### config.mk
export PLATFORM = sky130hd
export DESIGN_NAME = id_ex_control_stage
export DESIGN_NICKNAME = d
export VERILOG_FILES = /design/src/rtl/mips_ctrl_pkg.sv /design/src/rtl/id_ex_control_stage_main_decoder.sv /design/src/rtl/id_ex_control_stage.sv
export SDC_FILE = /design/constraint.sdc
export NUM_CORES = 1
export LEC_CHECK = 0
export CAP_MARGIN = 10
export CORE_ASPECT_RATIO = 1.5
export CORE_MARGIN = 3
export CORE_UTILIZATION = 23
export DETAILED_ROUTE_END_ITERATION = 6
export PLACE_DENSITY = 0.47
export SLEW_MARGIN = 20
export SYNTH_ARGS = -nofsm -noshare
export SYNTH_HDL_FRONTEND = slang
export SYNTH_HIERARCHICAL = 1
export SYNTH_SLANG_ARGS = --single-unit
export TNS_END_PERCENT = 1
### constraint.sdc
create_clock -name clk -period 1.85 [get_ports clk]
set_clock_uncertainty 0.1 [all_clocks]
set_input_delay 0.185 -clock clk [delete_from_list [all_inputs] [get_ports clk]]
set_output_delay 0.185 -clock clk [all_outputs]
set_load 0.005 [all_outputs]
### src/rtl/mips_ctrl_pkg.sv
// Shared encodings for the decode-stage control unit: opcodes, ALU operation
// classes and the control bundle carried from ID into EX.
package mips_ctrl_pkg;

    localparam logic [5:0] OP_RTYPE = 6'b000000;
    localparam logic [5:0] OP_LW    = 6'b100011;
    localparam logic [5:0] OP_SW    = 6'b101011;
    localparam logic [5:0] OP_BEQ   = 6'b000100;
    localparam logic [5:0] OP_ADDI  = 6'b001000;
    localparam logic [5:0] OP_ORI   = 6'b001101;
    localparam logic [5:0] OP_J     = 6'b000010;

    // Encoding consumed by the ALU control decoder in EX.
    typedef enum logic [1:0] {
        ADD   = 2'b00,
        SUB   = 2'b01,
        FUNCT = 2'b10,
        OR    = 2'b11
    } alu_op_e;

    typedef struct packed {
        logic    reg_dst;
        logic    alu_src;
        logic    mem_to_reg;
        logic    reg_write;
        logic    mem_read;
        logic    mem_write;
        logic    branch;
        logic    jump;
        alu_op_e alu_op;
    } ctrl_t;

    localparam ctrl_t CTRL_BUBBLE = ctrl_t'(10'd0);

    // Opcodes whose rt field is a source operand (and so can hit a pending load).
    function automatic logic reads_rt(input logic [5:0] opcode);
        logic result;
        case (opcode)
            OP_RTYPE: result = 1'b1;
            OP_BEQ:   result = 1'b1;
            OP_SW:    result = 1'b1;
            default:  result = 1'b0;
        endcase
        return result;
    endfunction

endpackage

### src/rtl/id_ex_control_stage_main_decoder.sv
// Combinational main decoder: opcode to control bundle plus an illegal flag.
module main_decoder
    import mips_ctrl_pkg::*;
(
    input  logic [5:0] opcode,
    output ctrl_t      ctrl,
    output logic       illegal
);

    // Table lookup of the control bundle; unknown opcodes decode to a bubble.
    always_comb begin
        ctrl    = CTRL_BUBBLE;
        illegal = 1'b0;
        case (opcode)
            OP_RTYPE: begin
                ctrl.reg_dst   = 1'b1;
                ctrl.reg_write = 1'b1;
                ctrl.alu_op    = FUNCT;
            end
            OP_LW: begin
                ctrl.alu_src    = 1'b1;
                ctrl.mem_to_reg = 1'b1;
                ctrl.reg_write  = 1'b1;
                ctrl.mem_read   = 1'b1;
                ctrl.alu_op     = ADD;
            end
            OP_SW: begin
                ctrl.alu_src   = 1'b1;
                ctrl.mem_write = 1'b1;
                ctrl.alu_op    = ADD;
            end
            OP_BEQ: begin
                ctrl.branch = 1'b1;
                ctrl.alu_op = SUB;
            end
            OP_ADDI: begin
                ctrl.alu_src   = 1'b1;
                ctrl.reg_write = 1'b1;
                ctrl.alu_op    = ADD;
            end
            OP_ORI: begin
                ctrl.alu_src   = 1'b1;
                ctrl.reg_write = 1'b1;
                ctrl.alu_op    = OR;
            end
            OP_J: begin
                ctrl.jump   = 1'b1;
                ctrl.alu_op = ADD;
            end
            default: begin
                ctrl    = CTRL_BUBBLE;
                illegal = 1'b1;
            end
        endcase
    end

endmodule

### src/rtl/id_ex_control_stage.sv
// ID-stage control unit with the ID/EX pipeline register, load-use hazard
// detection, and bubble insertion on hazard, flush or illegal opcode.
module id_ex_control_stage
    import mips_ctrl_pkg::*;
(
    input  logic        clk,
    input  logic        reset,
    input  logic        idValid,
    input  logic [31:0] idInstr,
    input  logic        flush,
    input  logic        hold,
    output logic        stallIfId,
    output logic        exValid,
    output logic        exRegDst,
    output logic        exAluSrc,
    output logic        exMemToReg,
    output logic        exRegWrite,
    output logic        exMemRead,
    output logic        exMemWrite,
    output logic        exBranch,
    output logic        exJump,
    output logic [1:0]  exAluOp,
    output logic [5:0]  exFunct,
    output logic [4:0]  exRs,
    output logic [4:0]  exRt,
    output logic [4:0]  exRd,
    output logic        exIllegal
);

    logic [5:0] opcode_s;
    logic [4:0] rs_s;
    logic [4:0] rt_s;
    ctrl_t      dec_ctrl_s;
    logic       dec_illegal_s;
    logic       load_use_s;
    logic       unused_shamt_s;

    logic       ex_valid_r;
    ctrl_t      ex_ctrl_r;
    logic [5:0] ex_funct_r;
    logic [4:0] ex_rs_r;
    logic [4:0] ex_rt_r;
    logic [4:0] ex_rd_r;
    logic       ex_illegal_r;

    assign opcode_s       = idInstr[31:26];
    assign rs_s           = idInstr[25:21];
    assign rt_s           = idInstr[20:16];
    assign unused_shamt_s = ^idInstr[10:6];

    main_decoder u_main_decoder (
        .opcode  (opcode_s),
        .ctrl    (dec_ctrl_s),
        .illegal (dec_illegal_s)
    );

    // A load in EX whose target is read by the ID instruction; $0 never conflicts.
    assign load_use_s = ex_valid_r & ex_ctrl_r.mem_read & idValid &
                        (ex_rt_r != 5'd0) &
                        ((ex_rt_r == rs_s) | ((ex_rt_r == rt_s) & reads_rt(opcode_s)));

    // A flush squashes the dependent instruction and hold freezes the front end anyway.
    assign stallIfId = load_use_s & ~hold & ~flush;

    // ID/EX register: hold freezes, flush/hazard/empty/illegal insert a bubble.
    always_ff @(posedge clk or posedge reset) begin
        if (reset) begin
            ex_valid_r   <= 1'b0;
            ex_ctrl_r    <= CTRL_BUBBLE;
            ex_funct_r   <= 6'd0;
            ex_rs_r      <= 5'd0;
            ex_rt_r      <= 5'd0;
            ex_rd_r      <= 5'd0;
            ex_illegal_r <= 1'b0;
        end else if (hold) begin
            ex_valid_r   <= ex_valid_r;
            ex_ctrl_r    <= ex_ctrl_r;
            ex_funct_r   <= ex_funct_r;
            ex_rs_r      <= ex_rs_r;
            ex_rt_r      <= ex_rt_r;
            ex_rd_r      <= ex_rd_r;
            ex_illegal_r <= ex_illegal_r;
        end else if (flush | load_use_s | ~idValid | dec_illegal_s) begin
            ex_valid_r   <= 1'b0;
            ex_ctrl_r    <= CTRL_BUBBLE;
            ex_funct_r   <= 6'd0;
            ex_rs_r      <= 5'd0;
            ex_rt_r      <= 5'd0;
            ex_rd_r      <= 5'd0;
            ex_illegal_r <= ~flush & ~load_use_s & idValid & dec_illegal_s;
        end else begin
            ex_valid_r   <= 1'b1;
            ex_ctrl_r    <= dec_ctrl_s;
            ex_funct_r   <= idInstr[5:0];
            ex_rs_r      <= rs_s;
            ex_rt_r      <= rt_s;
            ex_rd_r      <= idInstr[15:11];
            ex_illegal_r <= 1'b0;
        end
    end

    assign exValid    = ex_valid_r;
    assign exRegDst   = ex_ctrl_r.reg_dst;
    assign exAluSrc   = ex_ctrl_r.alu_src;
    assign exMemToReg = ex_ctrl_r.mem_to_reg;
    assign exRegWrite = ex_ctrl_r.reg_write;
    assign exMemRead  = ex_ctrl_r.mem_read;
    assign exMemWrite = ex_ctrl_r.mem_write;
    assign exBranch   = ex_ctrl_r.branch;
    assign exJump     = ex_ctrl_r.jump;
    assign exAluOp    = ex_ctrl_r.alu_op;
    assign exFunct    = ex_funct_r;
    assign exRs       = ex_rs_r;
    assign exRt       = ex_rt_r;
    assign exRd       = ex_rd_r;
    assign exIllegal  = ex_illegal_r;

endmodule

==> metrics.md, run 1 <==
| Metric | Value |
|---|---|
| Total global routing overflow | `0` |
| Violated checks | `setup timing` |
| Data required time at the worst endpoint | `between 1500 and 2000 ps` |
| Number of diodes added for antenna fixing | `0` |
| Layout cells sized above 1 | `a little over a quarter` |
| CP peak stage delay | `between 300 and 400 ps` |
| Die ar. | `9230 um2` |
| Final #Nets | `346` |
| Via density per instance | `around 4.5` |
| Hold buffer count at cts | `0` |
| Buffer depth of the longest clock path | `2` |
| Final worst setup slack | `-95.9 ps` |
| Maximum operating frequency | `514 MHz` |
| Synth Warn # | `6` |
| Slowest cell on the critical path | `sky130_fd_sc_hd__dfrtp_1` |
| Antenna-violating nets left | `0` |
| Type of origin of the critical path | `flip-flop` |
| Number of failing hold endpoints at the final stage | `0` |
| First-pass GRT wire length | `9740 um` |
| Proportion of synthesized chip area in sequential cells | `44.4%` |
| R2R cell count | `9` |
| Critical register-to-register path endpoint | `exMemRead` |
| Violation count after the first detailed-route iteration | `76` |
| Worst-path fanout max | `5` |
| Clock period minus worst slack | `1950 ps` |
| Worst min path class | `primary input to asynchronous set/reset pin` |
| Relative slew slack | `71.1%` |
| CTS HTree Levels | `2` |
| Count of cell types in the netlist | `35` |
| # clock sinks | `33` |
| # port buffers | `between 60 and 70` |
| IO Pins | `71` |
| Wirelength per Cell | `14.5 um` |
| Synth-to-layout area growth | `80.3%` |
| Fraction of the cycle the final worst path needs | `105%` |
| Post-synthesis area per instance | `9.08 um2` |
| Number of global-route vias before repair | `1,955` |
| Die Width | `79.5 um` |
| Synthesized instance count | `roughly 200` |
| Critical Setup Path Class | `flip-flop to flip-flop` |
| Die boundary height | `116 um` |
| Fill cells | `756` |
| Total negative slack for setup checks | `-1950 ps` |
| Status | `finished, violations left` |
| Number of max-slew violations in the final report | `0` |
| Clock tree from TritonCTS | `yes` |
| Initial cell density of the core | `24.0%` |
| Core Area | `7760 um2` |
| Placer Congestion | `0.750` |
| Crit path buf inv count | `5` |
| Antenna violations before repair | `1` |
| Cell-by-cell listing of the critical path | `buf_4 > xor2_1 > a211o_1 > buf_4 > o21ai_4 > buf_12 > buf_12 > buf_12 > o31ai_4` |
| Number of buffers created by CTS | `5` |
| Peak supply drop | `352 uV` |
| Critical Path End Type | `flip-flop` |
| Drt pass-1 iters | `4` |
| Half-perimeter wire length after placement | `3880 um` |
| Worst setup slack for register-to-register paths | `-100 ps` |
| P per Cell Area | `around 590 nW/um2` |
| Top cell family by delay on the critical path | `buffers and inverters` |
| Total detailed-routing wirelength | `5970 um` |
| Vias after detailed routing | `1,843` |
| Pleak | `1.48 nW` |
| Post-synthesis net count | `242` |
| Unrepaired setup endpoints after global routing | `yes` |
| Cell mode on critical path | `sky130_fd_sc_hd__buf_12` |
| Num rows | `39` |
| Number of failing setup endpoints in the final timing report | `33` |
| Cell area after synthesis | `1860 um2` |
| Hold_ws | `206 ps` |
| Clock transition at path regs | `50 ps` |
| Clock network latency to the later pin of the worst-skew pair | `270 ps` |
| Tightest Pin Transition | `433 ps` |
| Global-route usage over all layers | `13.4%` |
| Data arrival at the endpoint of the critical path | `approximately 2000 ps` |
| Flop and latch count out of synthesis | `33` |
| Post-route DRC violation count | `0` |
| Maximum number of pins on one net before global-route repair | `34` |
| Clk root buf | `sky130_fd_sc_hd__clkbuf_16` |
| Count of max-cap constraint violations | `0` |
| Critical register-to-register path startpoint | `exRt[4]` |
[Yosys cell counts]
library cell	instances	area, um2
sky130_fd_sc_hd__a2111oi_4	1	27.5
sky130_fd_sc_hd__a211o_1	1	8.76
sky130_fd_sc_hd__a21oi_1	2	10.0
sky130_fd_sc_hd__and3_1	1	6.26
sky130_fd_sc_hd__and4_1	1	8.76
sky130_fd_sc_hd__buf_2	3	15.0
sky130_fd_sc_hd__buf_4	2	15.0
sky130_fd_sc_hd__buf_6	7	78.8
sky130_fd_sc_hd__clkbuf_1	4	15.0
sky130_fd_sc_hd__clkbuf_8	1	13.8
sky130_fd_sc_hd__dfrtp_1	33	826
sky130_fd_sc_hd__inv_1	32	120
sky130_fd_sc_hd__maj3_1	1	10.0
sky130_fd_sc_hd__nand2_1	36	135
sky130_fd_sc_hd__nand2b_1	2	12.5
sky130_fd_sc_hd__nand3_1	4	20.0
sky130_fd_sc_hd__nand4_1	2	12.5
sky130_fd_sc_hd__nand4b_1	1	8.76
sky130_fd_sc_hd__nor2_1	7	26.3
sky130_fd_sc_hd__nor3_1	2	10.0
sky130_fd_sc_hd__nor3b_1	1	7.51
sky130_fd_sc_hd__nor4_1	3	18.8
sky130_fd_sc_hd__nor4b_1	2	17.5
sky130_fd_sc_hd__o21a_1	2	15.0
sky130_fd_sc_hd__o21ai_1	3	15.0
sky130_fd_sc_hd__o221ai_1	1	8.76
sky130_fd_sc_hd__o31ai_1	32	240
sky130_fd_sc_hd__o32a_2	1	11.3
sky130_fd_sc_hd__o32ai_1	1	8.76
sky130_fd_sc_hd__or3_1	1	6.26
sky130_fd_sc_hd__or3_4	1	11.3
sky130_fd_sc_hd__or3b_1	1	8.76
sky130_fd_sc_hd__or4_1	1	7.51
sky130_fd_sc_hd__xnor2_1	4	35.0
sky130_fd_sc_hd__xor2_1	8	70.1
[worst register-to-register path: cells and delay by family (launching register included)]
kind            cells  cell delay, ps
buf+inv             5             660
xor+xnor            1             160
flops               1             390
compound gates      3             500
[where the power goes]
group	switching [mW]	leakage, nW	internal, mW
registers	0.00457	0.458	0.730
logic	0.120	0.934	0.149
clock network	0.294	0.0841	0.672
[sequential cells by signal, indices dropped and copies added (netlist names)]
signal and count:
exFunct 6, exRegWrite 1, exMemWrite 1, exAluSrc 1, exIllegal 1, exJump 1
exRd 5, exValid 1, exBranch 1, exRegDst 1, exAluOp 2, exRt 5
exMemRead 1, exRs 5, exMemToReg 1
[final cells by class]
cell class              count  area [um2]  share of cell area [%]
repair buffers            114        1160                    34.6
clock buffers               7         143                    4.25
clock inverters             1        30.0                   0.895
multi-input cells         123         948                    28.3
flip-flops and latches     33         827                    24.6
well taps                 102         128                    3.80
inverters                  32         120                    3.58
[layout by cell type (no fill, tap or decap), types with 5 or more instances in the layout]
cell type	netlist	routed
sky130_fd_sc_hd__xor2_1	8	8
sky130_fd_sc_hd__inv_1	32	32
sky130_fd_sc_hd__clkbuf_16	0	5
sky130_fd_sc_hd__buf_12	0	6
sky130_fd_sc_hd__buf_6	7	9
sky130_fd_sc_hd__nor2_1	7	6
sky130_fd_sc_hd__o31ai_1	32	23
sky130_fd_sc_hd__o31ai_4	0	5
sky130_fd_sc_hd__buf_4	2	31
sky130_fd_sc_hd__clkdlybuf4s50_1	0	59
sky130_fd_sc_hd__nand2_1	36	35
sky130_fd_sc_hd__dfrtp_1	33	32
[kinds of logic (layout without fill, tap and decap cells)]
group           Yosys count  in the layout  synth area share (%)
compound gates           44             44                  18.5
xor+xnor                 12             12                  5.65
fa+ha+maj                 1              1                 0.538
buf+inv                  49            154                  13.8
flops                    33             33                  44.4
simple gates             66             66                  17.1
[worst max path at each step]
stage                      startpoint    endpoint  slack, ps  depth (start not counted)
after floorplan           idInstr[27]  exAluOp[1]         50                          8
after global placement    idInstr[27]   stallIfId       -570                          6
after CTS                     exRt[1]     exRd[2]       -100                          8
after global routing          exRt[0]   exMemRead       -180                          9
final                         exRt[4]   exMemRead       -100                          9
after detailed placement  idInstr[27]  exMemToReg       -640                          9
[metal layers]
metal  vias up  share of wire [%]  track usage (%)
met4         2                1.3             4.24
met5         -               0.22                0
met2        53                 55             25.8
met1       880                 39             14.2
met3         9                5.0             2.93
li1        899                  -                -
[what timing repair did]
| item | CTS | global route |
|---|---|---|
| pin swaps | 12 | 6 |
| endpoints found under the setup margin | 34 | 34 |
| gates resized for setup | 50 | 10 |
| gates cloned | 3 | 0 |
| buffers inserted | 14 | 3 |
[metrics by stage]
step / std cells / instance area [um2] / setup WS, ps / utilization, % / power [mW]
after floorplan: 205 / 1860 / 53.1 / - / 0.844
after CTS: 410 / 3310 / -102 / 42.7 / 1.98
final: 412 / 3360 / -95.9 / 43.3 / 1.97
after global routing: 412 / 3360 / -180 / 43.3 / 2.04
after detailed placement: 386 / 2750 / -639 / 35.5 / 0.979
after global placement: 386 / 2750 / -566 / 35.5 / 0.980
Note: power is estimated with default switching activity, not from simulation.
==> run 2: changes to the inputs <==
--- a/config.mk
+++ b/config.mk
@@ -6,14 +6,16 @@
 export NUM_CORES = 1
 export LEC_CHECK = 0
 export CAP_MARGIN = 10
+export CELL_PAD_IN_SITES_DETAIL_PLACEMENT = 2
+export CELL_PAD_IN_SITES_GLOBAL_PLACEMENT = 2
 export CORE_ASPECT_RATIO = 1.5
 export CORE_MARGIN = 3
 export CORE_UTILIZATION = 23
 export DETAILED_ROUTE_END_ITERATION = 6
-export PLACE_DENSITY = 0.47
+export PLACE_DENSITY = 0.74
+export RECOVER_POWER = 100
 export SLEW_MARGIN = 20
 export SYNTH_ARGS = -nofsm -noshare
 export SYNTH_HDL_FRONTEND = slang
 export SYNTH_HIERARCHICAL = 1
 export SYNTH_SLANG_ARGS = --single-unit
-export TNS_END_PERCENT = 1
==> run 2 against run 1 <==
Register-to-register slack lost 20 ps. Clock power shrank 18%. Sequential power is essentially flat. Maximum frequency shrank 2.1%. Total power shrank 7.6%. Critical path type is now flip-flop to primary output. Global-route usage grew 6.5 points. The run still ends with setup timing left. Sequential share of layout area shrank 0.41 points. Worst hold slack gained 110 ps. Critical endpoint is now stallIfId.
==> metrics.md, run 2 (same netlist as run 1, synthesis figures left out) <==
| Metric | Value |
|---|---|
| Drt pass-1 iters | `4 (unchanged)` |
| Total global routing overflow | `0 (unchanged)` |
| Initial cell density of the core | `24.0% (unchanged)` |
| Most common cell after layout, fill and taps aside | `sky130_fd_sc_hd__nand2_1` |
| Type of origin of the critical path | `flip-flop` |
| Fill cells | `784 (+3.7%)` |
| # clock sinks | `33 (unchanged)` |
| Hold buffer count at cts | `0 (unchanged)` |
| Core Area | `7760 um2 (unchanged)` |
| Global-route usage over all layers | `19.9% (+6.5 points)` |
| Total negative slack for setup checks | `-3150 ps (-1200 ps)` |
| Maximum operating frequency | `503 MHz (-2.1%)` |
| Worst-path fanout max | `2 (-3)` |
| Antenna violations before repair | `0 (-1)` |
| Part of the power in combinational logic | `16.1% (+2.4 points)` |
| Critical Setup Path Class | `flip-flop to primary output` |
| Number of diodes added for antenna fixing | `0 (unchanged)` |
| Final worst setup slack | `-138 ps (-41.7 ps)` |
| Clk root buf | `sky130_fd_sc_hd__clkbuf_16` |
| Die Width | `79.5 um (unchanged)` |
| Data arrival at the endpoint of the critical path | `1700 ps (-300 ps)` |
| Fraction of the cycle the final worst path needs | `107% (+2.3 points)` |
| Top cell family by delay on the critical path | `simple AND/OR/NAND/NOR gates` |
| # port buffers | `65 (unchanged)` |
| First-pass GRT wire length | `13,500 um (+38%)` |
| Buffer depth of the longest clock path | `2 (unchanged)` |
| Commonest non-fill, non-tap cells in the layout | `35 x sky130_fd_sc_hd__nand2_1, 33 x sky130_fd_sc_hd__dfrtp_1, 33 x sky130_fd_sc_hd__buf_4` |
| Clock period minus worst slack | `1990 ps (+41.7 ps)` |
| Switching share of total power | `24.2% (+3.0 points)` |
| Maximum number of pins on one net before global-route repair | `34 (unchanged)` |
| Placer Congestion | `0.724 (-3.4%)` |
| Crit path buf inv count | `1 (-4)` |
| Die ar. | `9230 um2 (unchanged)` |
| Vias after detailed routing | `1,959 (+6.3%)` |
| Number of logic stages on the critical path including buffering | `5 (-4)` |
| Status | `finished, violations left` |
| Number of failing hold endpoints at the final stage | `0 (unchanged)` |
| Post-Place Worst Slack | `-721 ps (-81.3 ps)` |
| P per Cell Area | `534 nW/um2 (-9.0%)` |
| Post-route DRC violation count | `0 (unchanged)` |
| Number of buffers created by CTS | `5 (unchanged)` |
| Number of max-slew violations in the final report | `0 (unchanged)` |
| Slowest cell on the critical path | `sky130_fd_sc_hd__dfrtp_1` |
| Number of failing setup endpoints in the final timing report | `34 (+3.0%)` |
| Worst setup slack for register-to-register paths | `-120 ps (-20 ps)` |
| Final #Nets | `347 (+0.29%)` |
| Antenna-violating nets left | `0 (unchanged)` |
| Die boundary height | `116 um (unchanged)` |
| Clock tree from TritonCTS | `yes` |
| Worst setup path startpoint | `exRt[4]` |
| Tightest Pin Transition | `881 ps (+447 ps)` |
| Num rows | `39 (unchanged)` |
| Cells on Worst Hold Path | `3` |
| Number of global-route vias before repair | `2,340 (+20%)` |
| CP peak stage delay | `420 ps (+30 ps)` |
| Layout cells sized above 1 | `32.8% (+5.4 points)` |
| Cell-by-cell listing of the critical path | `xor2_1 > nor4_2 > and4_1 > o21a_1 > buf_2` |
| R2R cell count | `8 (-1)` |
| Worst min path class | `primary input to flip-flop` |
| CTS HTree Levels | `2 (unchanged)` |
| Switching component of the power | `441 uW (+5.4%)` |
| Clock transition at path regs | `50 ps (about the same)` |
| Wirelength per Cell | `20.8 um (+44%)` |
| Total detailed-routing wirelength | `8600 um (+44%)` |
| Internal Dissipation | `1.38 mW (-11%)` |
| Synth-to-layout area growth | `83.1%` |
| Data required time at the worst endpoint | `1560 ps (-340 ps)` |
| Pleak | `1.60 nW (+8.2%)` |
| Count of max-cap constraint violations | `0 (unchanged)` |
| Violation count after the first detailed-route iteration | `66 (-13%)` |
| Clock network latency to the later pin of the worst-skew pair | `280 ps (about the same)` |
| Critical Path End Type | `primary output` |
| Unrepaired setup endpoints after global routing | `yes` |
| Inst Count DP | `387 (+0.26%)` |
| Fraction of power consumed by the clock network | `43.4% (-5.6 points)` |
| Peak supply drop | `409 uV (+16%)` |
| Portion of total power attributed to sequential cells | `40.4% (+3.1 points)` |
| Relative slew slack | `41.3% (-30 points)` |
| IO Pins | `71 (unchanged)` |
| Half-perimeter wire length after placement | `5020 um (+30%)` |
| Hold_ws | `313 ps (+108 ps)` |
| Critical register-to-register path startpoint | `exRt[4]` |
| Critical register-to-register path endpoint | `exMemRead` |
| Via density per instance | `4.74 (+6.0%)` |
| Non-filler instance count after layout | `413 (+0.24%)` |
| Violated checks | `setup timing` |
| Timing endpoint of the critical path | `stallIfId` |
| Largest register FFs | `6 (unchanged)` |
run 2: cell types whose count changed in the layout (fill, tap and decap cells not counted), moves of 2 or more:
cell                              change
sky130_fd_sc_hd__clkdlybuf4s50_1     -33
sky130_fd_sc_hd__o31ai_4              +3
sky130_fd_sc_hd__o31ai_1             -16
sky130_fd_sc_hd__buf_4                +2
sky130_fd_sc_hd__o31ai_2             +13
sky130_fd_sc_hd__dlygate4sd2_1        +2
sky130_fd_sc_hd__clkbuf_1             +2
sky130_fd_sc_hd__dlygate4sd3_1       +31
run 2: power groups by stage:
stage	clock (mW)	combinational (mW)	sequential (mW)
finish	0.791	0.294	0.736
global route	0.849	0.318	0.736
CTS	0.809	0.290	0.735
detailed placement	0	0.240	0.748
global placement	0	0.233	0.747
floorplan	0	0.0961	0.748
run 2: per-layer routing:
metal  GRT usage (%)  vias to the layer above  share of wire (%)
met2            40.5                       62                 60
met3            3.47                       18                3.6
met1            19.1                      980                 34
met5               0                        -                  0
met4            8.03                        0                2.8
li1                -                      899                  -
run 2: worst reg2reg max path, cell delays in order, from the launching register on:
cell and delay [ps]:
sky130_fd_sc_hd__dfrtp_1 420, sky130_fd_sc_hd__buf_4 180, sky130_fd_sc_hd__xor2_1 160, sky130_fd_sc_hd__a211o_1 280, sky130_fd_sc_hd__buf_4 160, sky130_fd_sc_hd__o21ai_4 150
sky130_fd_sc_hd__buf_12 170, sky130_fd_sc_hd__buf_12 130, sky130_fd_sc_hd__o31ai_1 80
run 2: timing repair:
action / CTS / global route
resized for setup: 87 / 5
gates cloned: 3 / 0
endpoints found under the setup margin: 34 / 34
pin swaps: 16 / 2
setup buffers: 16 / 0
hold endpoints to repair: 0 / 0
run 2: area by class of cell:
cell class                      count  area (um2)  area share (%)
Timing Repair Buffer              115        1130            33.0
Multi-Input combinational cell    123        1070            31.5
Sequential cell                    33         826            24.2
Clock buffer                        8         136            4.00
Tap cell                          102         128            3.74
Inverter                           32         120            3.52
run 2: worst min-delay path by stage:
stage / startpoint / endpoint
global route: idInstr[16] / exRt[0]
floorplan: reset / exAluOp[0]
detailed placement: exMemToReg / exMemToReg
global placement: exFunct[0] / exFunct[0]
CTS: reset / exFunct[2]
finish: idInstr[17] / exRt[1]
run 2: stage by stage:
stage	cell area, um2	utilization (%)	power [mW]
global placement	2750	35.4	0.979
finish	3410	43.9	1.82
CTS	3390	43.7	1.83
global route	3410	43.9	1.90
detailed placement	2750	35.4	0.987
floorplan	1860	-	0.844
==> run 3: changes to the inputs <==
==> constraint.sdc (replaced) <==
create_clock -name clk -period 2.54 [get_ports clk]
set_clock_uncertainty 0.1 [all_clocks]
set_input_delay 0.254 -clock clk [delete_from_list [all_inputs] [get_ports clk]]
set_output_delay 0.254 -clock clk [all_outputs]
set_load 0.005 [all_outputs]
==> run 3 against run 2 <==
The run now ends clean. Wire length is 27% lower. Highest routed layer unchanged. Non-clock buffer count is 33 lower. Register-to-register slack better by 290 ps. Worst setup slack better by 160 ps. Die area stayed put. Count of clock-buffer cells in the layout stayed put. Total power is 30% lower. Critical endpoint unchanged. Sequential cell count stayed put. Final area is 18% lower. Worst hold slack better by 60 ps.
==> metrics.md, run 3 (same netlist as run 1, synthesis figures left out) <==
| Metric | Value |
|---|---|
| Status | `complete, no violations` |
| Die ar. | `9230 um2 (unchanged)` |
| Number of max-slew violations in the final report | `0 (unchanged)` |
| Num rows | `39 (unchanged)` |
| Data arrival at the endpoint of the critical path | `2170 ps (+470 ps)` |
| # port buffers | `65 (unchanged)` |
| Number of diodes added for antenna fixing | `0 (unchanged)` |
| P per Cell Area | `453 nW/um2 (-15%)` |
| Clock transition at path regs | `50 ps (about the same)` |
| Post-route DRC violation count | `0 (unchanged)` |
| Die Width | `79.5 um (unchanged)` |
| Fraction of the cycle the final worst path needs | `99.2%` |
| Worst-path fanout max | `5 (+3)` |
| Critical Path End Type | `primary output` |
| Post-Place Worst Slack | `-174 ps (+546 ps)` |
| Hold buffer count at cts | `0 (unchanged)` |
| IO Pins | `71 (unchanged)` |
| Number of buffers created by CTS | `5 (unchanged)` |
| Worst min path class | `flip-flop to flip-flop` |
| Cell-by-cell listing of the critical path | `xor2_1 > nor4_2 > and4_1 > o21a_1 > clkdlybuf4s50_1` |
| Buffer depth of the longest clock path | `2 (unchanged)` |
| Drt pass-1 iters | `4 (unchanged)` |
| Pleak | `1.28 nW (-20%)` |
| Final #Nets | `314 (-9.5%)` |
| Unrepaired setup endpoints after global routing | `yes` |
| Number of global-route vias before repair | `1,921 (-18%)` |
| Number of failing hold endpoints at the final stage | `0 (unchanged)` |
| Commonest non-fill, non-tap cells in the layout | `36 x sky130_fd_sc_hd__nand2_1, 33 x sky130_fd_sc_hd__clkdlybuf4s50_1` |
| Inst Count DP | `371 (-4.1%)` |
| CTS HTree Levels | `2 (unchanged)` |
| Antenna-violating nets left | `0 (unchanged)` |
| Fill cells | `838 (+6.9%)` |
| Data required time at the worst endpoint | `2190 ps (+630 ps)` |
| Layout Utilization | `36.2% (-7.8 points)` |
| First-pass GRT wire length | `10,100 um (-25%)` |
| Largest register FFs | `6 (unchanged)` |
| Critical Setup Path Class | `flip-flop to primary output` |
| Half-perimeter wire length after placement | `4770 um (-5.0%)` |
| Clock network latency to the later pin of the worst-skew pair | `280 ps (about the same)` |
| Maximum operating frequency | `397 MHz` |
| Initial cell density of the core | `24.0% (unchanged)` |
| Via density per instance | `4.57 (-3.6%)` |
| Die boundary height | `116 um (unchanged)` |
| Final worst setup slack | `20.7 ps (+158 ps)` |
| # clock sinks | `33 (unchanged)` |
| Tightest Pin Transition | `858 ps (-22.7 ps)` |
| Relative slew slack | `42.8% (+1.5 points)` |
| Total global routing overflow | `0 (unchanged)` |
| Most common cell after layout, fill and taps aside | `sky130_fd_sc_hd__nand2_1` |
| Global-route usage over all layers | `14.4% (-5.5 points)` |
| Count of max-cap constraint violations | `0 (unchanged)` |
| CP peak stage delay | `500 ps (+80 ps)` |
| Total design power | `1.27 mW (-30%)` |
| Synth-to-layout area growth | `50.7%` |
| Clk root buf | `sky130_fd_sc_hd__clkbuf_16` |
| Slowest cell on the critical path | `sky130_fd_sc_hd__clkdlybuf4s50_1` |
| Violation count after the first detailed-route iteration | `45 (-32%)` |
| Clock tree from TritonCTS | `yes` |
| Total detailed-routing wirelength | `6240 um (-27%)` |
| Non-filler instance count after layout | `380 (-8.0%)` |
| Maximum number of pins on one net before global-route repair | `34 (unchanged)` |
| Vias after detailed routing | `1,737 (-11%)` |
| Wirelength per Cell | `16.4 um (-21%)` |
| Core Area | `7760 um2 (unchanged)` |
| Placer Congestion | `0.702 (-3.0%)` |
| Hold_ws | `374 ps (+60.3 ps)` |
| Number of failing setup endpoints in the final timing report | `0 (-100%)` |
| Layout cells sized above 1 | `11.2% (-22 points)` |
| Peak supply drop | `191 uV (-53%)` |
| Type of origin of the critical path | `flip-flop` |
| Clock period minus worst slack | `2520 ps` |
| Antenna violations before repair | `0 (unchanged)` |
==> run 3: changes by cell type in the layout (fill, tap and decap cells not counted), sizes merged <==
| cell | previous run | this run |
|---|---|---|
| buf | 49 | 16 |
| clkbuf | 11 | 9 |
| clkdlybuf4s15 | 2 | 0 |
| clkdlybuf4s50 | 26 | 33 |
| dlygate4sd2 | 4 | 0 |
| dlygate4sd3 | 31 | 32 |
==> run 3: area by class of cell <==
class                   count  area, um2  share of cell area [%]
multi-input cells         123        810                    28.8
clock buffers               8        136                    4.86
flip-flops and latches     33        827                    29.5
well taps                 102        128                    4.55
repair buffers             82        786                    28.0
inverters                  32        120                    4.28
==> run 3: final timing paths <==
check,startpoint,cells past startpoint,slack [ps],endpoint
setup reg to reg,exRt[4],6,170,exRt[4]
setup / recovery,exRt[4],5,20,stallIfId
max in group asynchronous,reset,3,1170,exRt[4]
min in group asynchronous,reset,3,580,exRs[2]
hold reg to reg,exRd[4],2,370,exRd[4]
hold / removal,exRd[4],2,370,exRd[4]
==> run 3: timing repair <==
item                                    in CTS  in global routing
setup buffers                                1                  0
endpoints found under the setup margin       1                  2
pin swaps                                    1                  0
resized for setup                            2                  4
hold endpoints to repair                     0                  0
==> run 3: report_power, final <==
part	internal, mW	total [mW]	leakage, nW	switching, mW
logic	0.0854	0.164	0.760	0.0786
registers	0.532	0.536	0.458	0.00396
clock network	0.364	0.572	0.0652	0.208
==> run 3: stage by stage <==
stage | setup TNS, ps | area [um2]
floorplan | 0 | 1860
global placement | -16.8 | 2640
detailed placement | -1550 | 2640
CTS | 0 | 2790
global route | -12.9 | 2810
finish | 0 | 2810
==> run 3: worst max-delay path: cells and delay by family (launching register included) <==
family	cells	cell delay, ps
AO/OA/AOI/OAI	1	140
XOR/XNOR	1	200
buffers and inverters	1	500
flip-flops	1	450
AND/OR/NAND/NOR	2	600
==> run 3: per-layer routing <==
layer  global-route usage [%]  routed length [um]
met5                        0                   0
met4                     5.85                 122
met3                     3.40                 308
met2                     27.3                3490
met1                     15.1                2320
